**src/rtl/tetris_pkg.sv**
```systemverilog
// Shared Tetris core definitions: playfield geometry, shape type encoding and
// the collision-checker state encoding.
package tetris_pkg;

    localparam int unsigned BLOCKS_WIDE = 14;
    localparam int unsigned BLOCKS_HIGH = 18;
    localparam logic [7:0]  CELL_NONE   = 8'hFF;

    typedef enum logic [2:0] {
        SHAPE_I = 3'd0,
        SHAPE_O = 3'd1,
        SHAPE_T = 3'd2,
        SHAPE_S = 3'd3,
        SHAPE_Z = 3'd4,
        SHAPE_J = 3'd5,
        SHAPE_L = 3'd6
    } shape_t;

    typedef enum logic [2:0] {
        ST_IDLE  = 3'd0,
        ST_BOUND = 3'd1,
        ST_READ  = 3'd2,
        ST_DRAIN = 3'd3,
        ST_DONE  = 3'd4
    } collide_state_t;

    // A shape with zero width or any unused cell slot never touches the board.
    function automatic logic shape_empty(input logic [2:0]      width,
                                         input logic [3:0][7:0] cells,
                                         input logic [7:0]      none);
        logic empty;
        empty = (width == 3'd0);
        for (int unsigned k = 0; k < 4; k++) begin
            if (cells[k] == none) empty = 1'b1;
        end
        return empty;
    endfunction

endpackage

```
**src/rtl/piece_bounds.sv**
```systemverilog
// Combinational in-field test for a latched piece placement; used by
// piece_collide_check only when COLLIDE_BOUNDS_EN is defined.
module piece_bounds #(
    parameter int unsigned BLOCKS_WIDE = tetris_pkg::BLOCKS_WIDE,
    parameter int unsigned BLOCKS_HIGH = tetris_pkg::BLOCKS_HIGH
) (
    input  logic [3:0]      pos_x,
    input  logic [4:0]      pos_y,
    input  logic [2:0]      width,
    input  logic [2:0]      height,
    input  logic [3:0][7:0] cells,
    output logic            in_field
);

    localparam logic [5:0] MAX_X     = 6'(BLOCKS_WIDE);
    localparam logic [5:0] MAX_Y     = 6'(BLOCKS_HIGH);
    localparam logic [8:0] NUM_CELLS = 9'(BLOCKS_WIDE * BLOCKS_HIGH);

    logic [5:0] right;
    logic [5:0] bottom;

    always_comb begin
        right    = {2'b00, pos_x} + {3'b000, width};
        bottom   = {1'b0, pos_y} + {3'b000, height};
        in_field = (right <= MAX_X) && (bottom <= MAX_Y);
        for (int unsigned k = 0; k < 4; k++) begin
            if ({1'b0, cells[k]} >= NUM_CELLS) in_field = 1'b0;
        end
    end

endmodule

```
**src/rtl/piece_collide_check.sv**
```systemverilog
// Sequential collision checker: reads the four candidate cells from the board
// RAM and reports overlap. COLLIDE_BOUNDS_EN adds an in-field pre-check state.
module piece_collide_check #(
    parameter int unsigned BLOCKS_WIDE = tetris_pkg::BLOCKS_WIDE,
    parameter int unsigned BLOCKS_HIGH = tetris_pkg::BLOCKS_HIGH,
    parameter logic [7:0]  CELL_NONE   = tetris_pkg::CELL_NONE
) (
    input  logic       Clk,
    input  logic       Rst_n,
    input  logic       Start,
    input  logic [7:0] Cur_1,
    input  logic [7:0] Cur_2,
    input  logic [7:0] Cur_3,
    input  logic [7:0] Cur_4,
    input  logic [3:0] Pos_X,
    input  logic [4:0] Pos_Y,
    input  logic [2:0] Width,
    input  logic [2:0] Height,
    output logic       Rd_En,
    output logic [7:0] Rd_Addr,
    input  logic       Rd_Data,
    output logic       Busy,
    output logic       Done,
    output logic       Collide,
    output logic [3:0] Hit_Mask
);
    import tetris_pkg::*;

    collide_state_t  state;
    logic [3:0][7:0] cells;
    logic [3:0][7:0] cur_in;
    logic [1:0]      idx;
    logic [2:0]      hits;
    logic            skip;
    logic            oob;

    assign cur_in = {Cur_4, Cur_3, Cur_2, Cur_1};

`ifdef COLLIDE_BOUNDS_EN
    logic [3:0] pos_x;
    logic [4:0] pos_y;
    logic [2:0] width;
    logic [2:0] height;
    logic       in_field;

    piece_bounds #(
        .BLOCKS_WIDE(BLOCKS_WIDE),
        .BLOCKS_HIGH(BLOCKS_HIGH)
    ) u_bounds (
        .pos_x    (pos_x),
        .pos_y    (pos_y),
        .width    (width),
        .height   (height),
        .cells    (cells),
        .in_field (in_field)
    );
`else
    logic unused_geom;
    assign unused_geom = ^{Pos_X, Pos_Y, Height};
`endif

    always_ff @(posedge Clk or negedge Rst_n) begin
        if (!Rst_n) begin
            state    <= ST_IDLE;
            Rd_En    <= 1'b0;
            Rd_Addr  <= '0;
            Busy     <= 1'b0;
            Done     <= 1'b0;
            Collide  <= 1'b0;
            Hit_Mask <= '0;
            cells    <= '0;
            idx      <= '0;
            hits     <= '0;
            skip     <= 1'b0;
            oob      <= 1'b0;
`ifdef COLLIDE_BOUNDS_EN
            pos_x    <= '0;
            pos_y    <= '0;
            width    <= '0;
            height   <= '0;
`endif
        end else begin
            Done <= 1'b0;
            case (state)
                // DONE also accepts Start so a new check can launch as Busy drops
                ST_IDLE, ST_DONE: begin
                    Busy  <= 1'b0;
                    state <= ST_IDLE;
                    if (Start) begin
                        Busy  <= 1'b1;
                        cells <= cur_in;
                        idx   <= 2'd1;
                        hits  <= '0;
                        skip  <= 1'b0;
                        oob   <= 1'b0;
`ifdef COLLIDE_BOUNDS_EN
                        pos_x  <= Pos_X;
                        pos_y  <= Pos_Y;
                        width  <= Width;
                        height <= Height;
                        state  <= ST_BOUND;
`else
                        if (shape_empty(Width, cur_in, CELL_NONE)) begin
                            skip  <= 1'b1;
                            state <= ST_DRAIN;
                        end else begin
                            Rd_En   <= 1'b1;
                            Rd_Addr <= Cur_1;
                            state   <= ST_READ;
                        end
`endif
                    end
                end
`ifdef COLLIDE_BOUNDS_EN
                ST_BOUND: begin
                    if (shape_empty(width, cells, CELL_NONE)) begin
                        skip  <= 1'b1;
                        state <= ST_DRAIN;
                    end else if (!in_field) begin
                        skip  <= 1'b1;
                        oob   <= 1'b1;
                        state <= ST_DRAIN;
                    end else begin
                        Rd_En   <= 1'b1;
                        Rd_Addr <= cells[0];
                        state   <= ST_READ;
                    end
                end
`endif
                // Data for the address issued last cycle arrives now; shift it in.
                ST_READ: begin
                    hits    <= {Rd_Data, hits[2:1]};
                    Rd_Addr <= cells[idx];
                    idx     <= idx + 2'd1;
                    if (idx == 2'd3) state <= ST_DRAIN;
                end
                // Skipped checks route through DRAIN so Done lands one cycle later.
                ST_DRAIN: begin
                    Rd_En <= 1'b0;
                    Done  <= 1'b1;
                    state <= ST_DONE;
                    if (skip) begin
                        Collide  <= oob;
                        Hit_Mask <= '0;
                    end else begin
                        Collide  <= Rd_Data | (|hits);
                        Hit_Mask <= {Rd_Data, hits};
                    end
                end
                default: state <= ST_IDLE;
            endcase
        end
    end

endmodule

```
**config.mk**
```make
export PLATFORM = sky130hd
export DESIGN_NAME = piece_collide_check
export DESIGN_NICKNAME = d
export VERILOG_FILES = /design/src/rtl/tetris_pkg.sv /design/src/rtl/piece_bounds.sv /design/src/rtl/piece_collide_check.sv
export SDC_FILE = /design/constraint.sdc
export NUM_CORES = 1
export LEC_CHECK = 0
export ABC_CLOCK_PERIOD_IN_PS = 1800
export CAP_MARGIN = 0
export CELL_PAD_IN_SITES_DETAIL_PLACEMENT = 1
export CELL_PAD_IN_SITES_GLOBAL_PLACEMENT = 1
export CORE_ASPECT_RATIO = 0.5
export CORE_MARGIN = 3
export CORE_UTILIZATION = 42
export CTS_CLUSTER_DIAMETER = 100
export DETAILED_ROUTE_END_ITERATION = 10
export DONT_BUFFER_PORTS = 1
export HOLD_SLACK_MARGIN = 0.08
export PLACE_DENSITY = 0.78
export SKIP_CTS_REPAIR_TIMING = 1
export SLEW_MARGIN = 20
export SYNTH_ARGS = -nofsm -noshare
export SYNTH_HDL_FRONTEND = slang
export SYNTH_SLANG_ARGS = --single-unit
```
**constraint.sdc**
```tcl
create_clock -name Clk -period 1.8 [get_ports Clk]
set_clock_uncertainty 0.15 [all_clocks]
set_input_delay 0.36 -clock Clk [delete_from_list [all_inputs] [get_ports Clk]]
set_output_delay 0.36 -clock Clk [all_outputs]
set_load 0.01 [all_outputs]
```
# [Yosys cells after proc, flatten, opt, wreduce, memory -nomap -nowiden]
# Index checks and enable logic that the tools add are counted.
[classes] n_addsub=1 n_mul=0 div=0 magnitude_cmp=1 n_eq_ne=11 n_shift=0 mux=27 n_bitwise=1 reduce_logical=10
[op_table] operator="$eq 8x8->1 const B" n=4
[op_table] operator="$mux 8" n=3
[op_table] operator="$bmux 8 s2" n=1
[op_table] operator="$pmux 8 s2" n=1
[op_table] operator="$mux 1" n=13
[op_table] operator="$pmux 3 s3" n=1
[op_table] operator="$eq 3x2->1 const B" n=2
[op_table] operator="$logic_not 3->1" n=2
[op_table] operator="$mux 3" n=2
[op_table] operator="$ne 2x2->1 const B" n=3
[op_table] operator="$pmux 3 s2" n=1
[op_table] operator="$reduce_and 3->1" n=2
[op_table] operator="$mux 2" n=2
[op_table] operator="$mux 4" n=1
[op_table] operator="$pmux 2 s2" n=1
[op_table] operator="$reduce_and 2->1" n=2
[op_table] operator="$reduce_bool 2->1" n=2
[op_table] operator="$eq 3x3->1 const B" n=1
[op_table] operator="$lt 2x3->1 const B" n=1
[op_table] operator="$reduce_or 3->1" n=1
[op_table] operator="$add 2x1->2 const B" n=1
[op_table] operator="$eq 2x2->1 const B" n=1
[op_table] operator="$pmux 1 s2" n=1
[op_table] operator="$reduce_or 2->1" n=1
[op_table] operator="$or 1x1->1" n=1
[totals] register_bits=57 latch_bits=0 ramBits=0 mem_bits_ro=0 input_bits=51 output_inout_bits=16 wordCells=65 n_memories=0

# [Depth between registers and ports, before layout]
[depth] word_depth=10 ltp_mapped=6

# [Worst setup path after synthesis]
# No wires, ideal clock.
[synth_timing] path_type="reg-to-reg" from="register state[1]" to="register Rd_Addr[0]" t_arrival_ps=1434 required_time_ps=1527 setup_slack_ps=93 stages_incl_launch_ff=6 n_path_buf=1 cell_sequence="dfrtp_1 nor3b_4 o211ai_1 nand4b_1 buf_2 o221a_1"
[synth_between] elab_chain_len=4 elab_cells_between_ends=9
[synth_lines] item="from (decl)" line="piece_collide_check.sv:29" text="collide_state_t state;"
[synth_lines] item="from (signal assigned)" line="piece_collide_check.sv:64" text="state <= ST_IDLE;"
[synth_lines] item="from (signal assigned)" line="piece_collide_check.sv:88" text="state <= ST_IDLE;"
[synth_lines] item="from (signal assigned)" line="piece_collide_check.sv:105" text="state <= ST_DRAIN;"
[synth_lines] item="$eq 3x3->1 or $logic_not 3->1 (tied branches)" line="piece_collide_check.sv:84" text="case (state)"
[synth_lines] item="$reduce_or 2->1" line="piece_collide_check.sv:84"
[synth_lines] item="$ne 2x2->1 (no source line) or $reduce_bool 2->1 (tied branches)"
[synth_lines] item="$reduce_and 3->1 (no source line)"
[synth_lines] item="to (signal assigned)" line="piece_collide_check.sv:108" text="Rd_Addr <= Cur_1;"
[synth_lines] item="to (signal assigned)" line="piece_collide_check.sv:133" text="Rd_Addr <= cells[idx];"
[synth_lines] item="to (decl)" line="piece_collide_check.sv:20" text="output logic [7:0] Rd_Addr,"
# Several ways; a longest one is shown, not always the timed one.
# A chain may end at the register's enable or synchronous reset.

# [Final worst setup path]
[layout_timing] from="register state[1]" to="register Rd_Addr[6]"
# Same word-level chain as after synthesis.

==> flow_summary.toml <==
[sta]
hold_viol = 57
drv_slew = 0
finalWorstSetupSlack_ns = -0.0431
min_period_ns = 1.84
hold_ws_ns = -0.423
slew_headroom = 0.698
finalCritPeriodShare = 1.02
max_clock_freq_mhz = 543
worst_slew_pin_slew_ns = 0.453
rsz0062_at_grt = "true"
setup-violations-final = 8

[synth]
synthesis.nets = 297
synth_cell_types = 25
ys_ff_latch = 57
yosys_warnings = 0
syn_inst = 245
ys_async_sr_fraction = 1.00
ys_top_cells_by_area = "dfrtp_1 (57%), nand2_1 (16%), mux4_2 (7.2%), o221a_1 (3.6%), nand2b_1 (3.3%)"
synth_top_area_share = 0.571
synth_edf_count = 0
yosysSeqAreaShare = 0.571
netlist_area_um2 = 2500
synth_area_leader_cell = "dfrtp_1"
avgSynthCellArea_um2 = 10.2
synthFlopType = "dfrtp_1"

[placed_design]
dpl_cell_area_um2 = 2620
dpl.hpwl_um = 4480
gp_congestion = 0.744
io_buffers = 0
dpl_worst_slack_ns = -0.0155

[critical_path]
cp_max_fo = 10
r2r_slack_ns = -0.04
critPathSlowestCell = "dfrtp_2"
worst_setup_path_end_kind = "flip-flop"
crit_chain = "nor3b_4 -> o211ai_1 -> nand4b_1 -> buf_6 -> o221a_1"
startpoint = "state[1]"
r2r-start = "state[1]"
critPathBufInv = 1
cp-start-kind = "flip-flop"
path_class = "flip-flop to flip-flop"
worst_ep_required_time_ns = 1.85
crit_arrival_ns = 1.89
crit_family = "simple AND/OR/NAND/NOR gates"
cp_slowest_stage_delay_ns = 0.44

[floorplan]
die_w_um = 115
core_area_um2 = 5610
die_h_um = 60.5
initial_core_util = 0.445
ios = 67
dieArea_um2 = 6960
row_count = 19

[detailed_routing]
ant_nets = 0
vias = 2038
wl_per_cell_um = 22.1
drt-pass1-iter-count = 4
drt_iter0_drc = 143
drc = 0
finalWirelength_um = 8020
viasPerCell = 5.61

[finish]
final_common_cell = "nand2_1"
num-fill-cells = 615
num-nets-final = 337
drive_above_1_share = 0.128
fin_area_um2 = 3260
syn_to_final_growth_pct = 30.6
multi_input_area_um2 = 1010
ff_latch_area_um2 = 1430
final_cell_mix = "nand2_1 (105), dfrtp_1 (56), dlygate4sd3_1 (33)"
n_antenna_cell = 0

[run_status]
violations = "negative hold slack, negative setup slack"
run_status = "complete, but fails checks"

[clock_tree]
clock_sinks = 57
clk_pin_slew_ns = 0.05
cts_tree = "yes"
insertion_delay_ns = 0.32
cts.path.max_buffers = 2
cts_buffers = 9
cts.htree.levels = 3
root_buffer = "clkbuf_16"

[grt]
antenna_found_initial = 0
grt_pass1_wl_um = 10700
grt_overflow_total = 0
grtUsageTotal = 0.211
grt_max_degree = 58
grt_pass1_vias = 2015

[pwr]
p_per_area_nw_per_um2 = 1970
p_leak_uw = 0.00154
vdd_drop_max_v = 0.000674

[run]
maxCapViolations = 0

[min_path]
hp-class = "primary input to async pin"
-- path summary, 6_finish.rpt --
path	cells past startpoint	to
worst min-delay path	0	state[1]
worst min register to register	2	cells[0]
worst max register to register	5	Rd_Addr[6]
max in group asynchronous	0	cells[8]
worst max-delay path	5	Rd_Addr[6]
min in group Clk	1	Rd_Addr[0]
-- through the flow --
stage | total power [uW] | setup TNS [ns] | utilization | cells
2_1_floorplan | 3800 | 0 | - | 245
3_3_place_gp | 4270 | 0 | 0.466 | 313
3_5_place_dp | 4440 | -0.0470 | 0.466 | 313
4_1_cts | 6190 | -0.0940 | 0.518 | 329
5_1_grt | 6760 | -0.474 | 0.581 | 363
6_report | 6410 | -0.174 | 0.581 | 363
-- cell usage after synthesis (all sizes together), types with 2 or more instances --
library cell,n
a21oi,2
a22o,4
buf,3
clkbuf,9
dfrtp,57
inv,4
mux4,8
nand2,105
nand2b,13
nand4,8
nor2,3
nor3b,2
o21ai,7
o221a,8
or2,3
-- per-layer routing --
layer / global-route usage / share of wire / vias up
li1: - / - / 909
met1: 0.246 / 0.42 / 1040
met2: 0.349 / 0.49 / 69
met3: 0.102 / 0.061 / 20
met4: 0.0736 / 0.027 / 0
met5: 0 / 0 / -
-- where the power goes --
part | internal [uW] | switching (uW) | total (uW)
logic | 1080 | 1100 | 2190
registers | 1910 | 604 | 2520
clock network | 1110 | 597 | 1700
total | 4100 | 2310 | 6410
-- cell type report --
class | count | share of cell area
multi-input cells | 172 | 0.311
well taps | 73 | 0.0280
flip-flops and latches | 57 | 0.438
clock buffers | 13 | 0.0768
clock inverters | 3 | 0.0123
inverters | 4 | 0.00461
repair buffers | 41 | 0.130
-- logic make-up (layout without fill, tap and decap cells) --
kind of cell	count (synthesis)	count (layout)	synth area share
AND/OR/NAND/NOR	139	139	0.249
flip-flops	57	57	0.571
AO/OA/AOI/OAI	24	24	0.0772
buffers and inverters	16	61	0.0256
multiplexers	8	8	0.0722
adder cells (fa/ha/maj)	1	1	0.00501
-- state kept, by name, indices dropped and copies added, names as in the netlist, 2 cells and up --
register	cells
idx	2
state	3
cells	32
hits	3
Rd_Addr	8
Hit_Mask	4
Power figures use the tool's default switching activity.
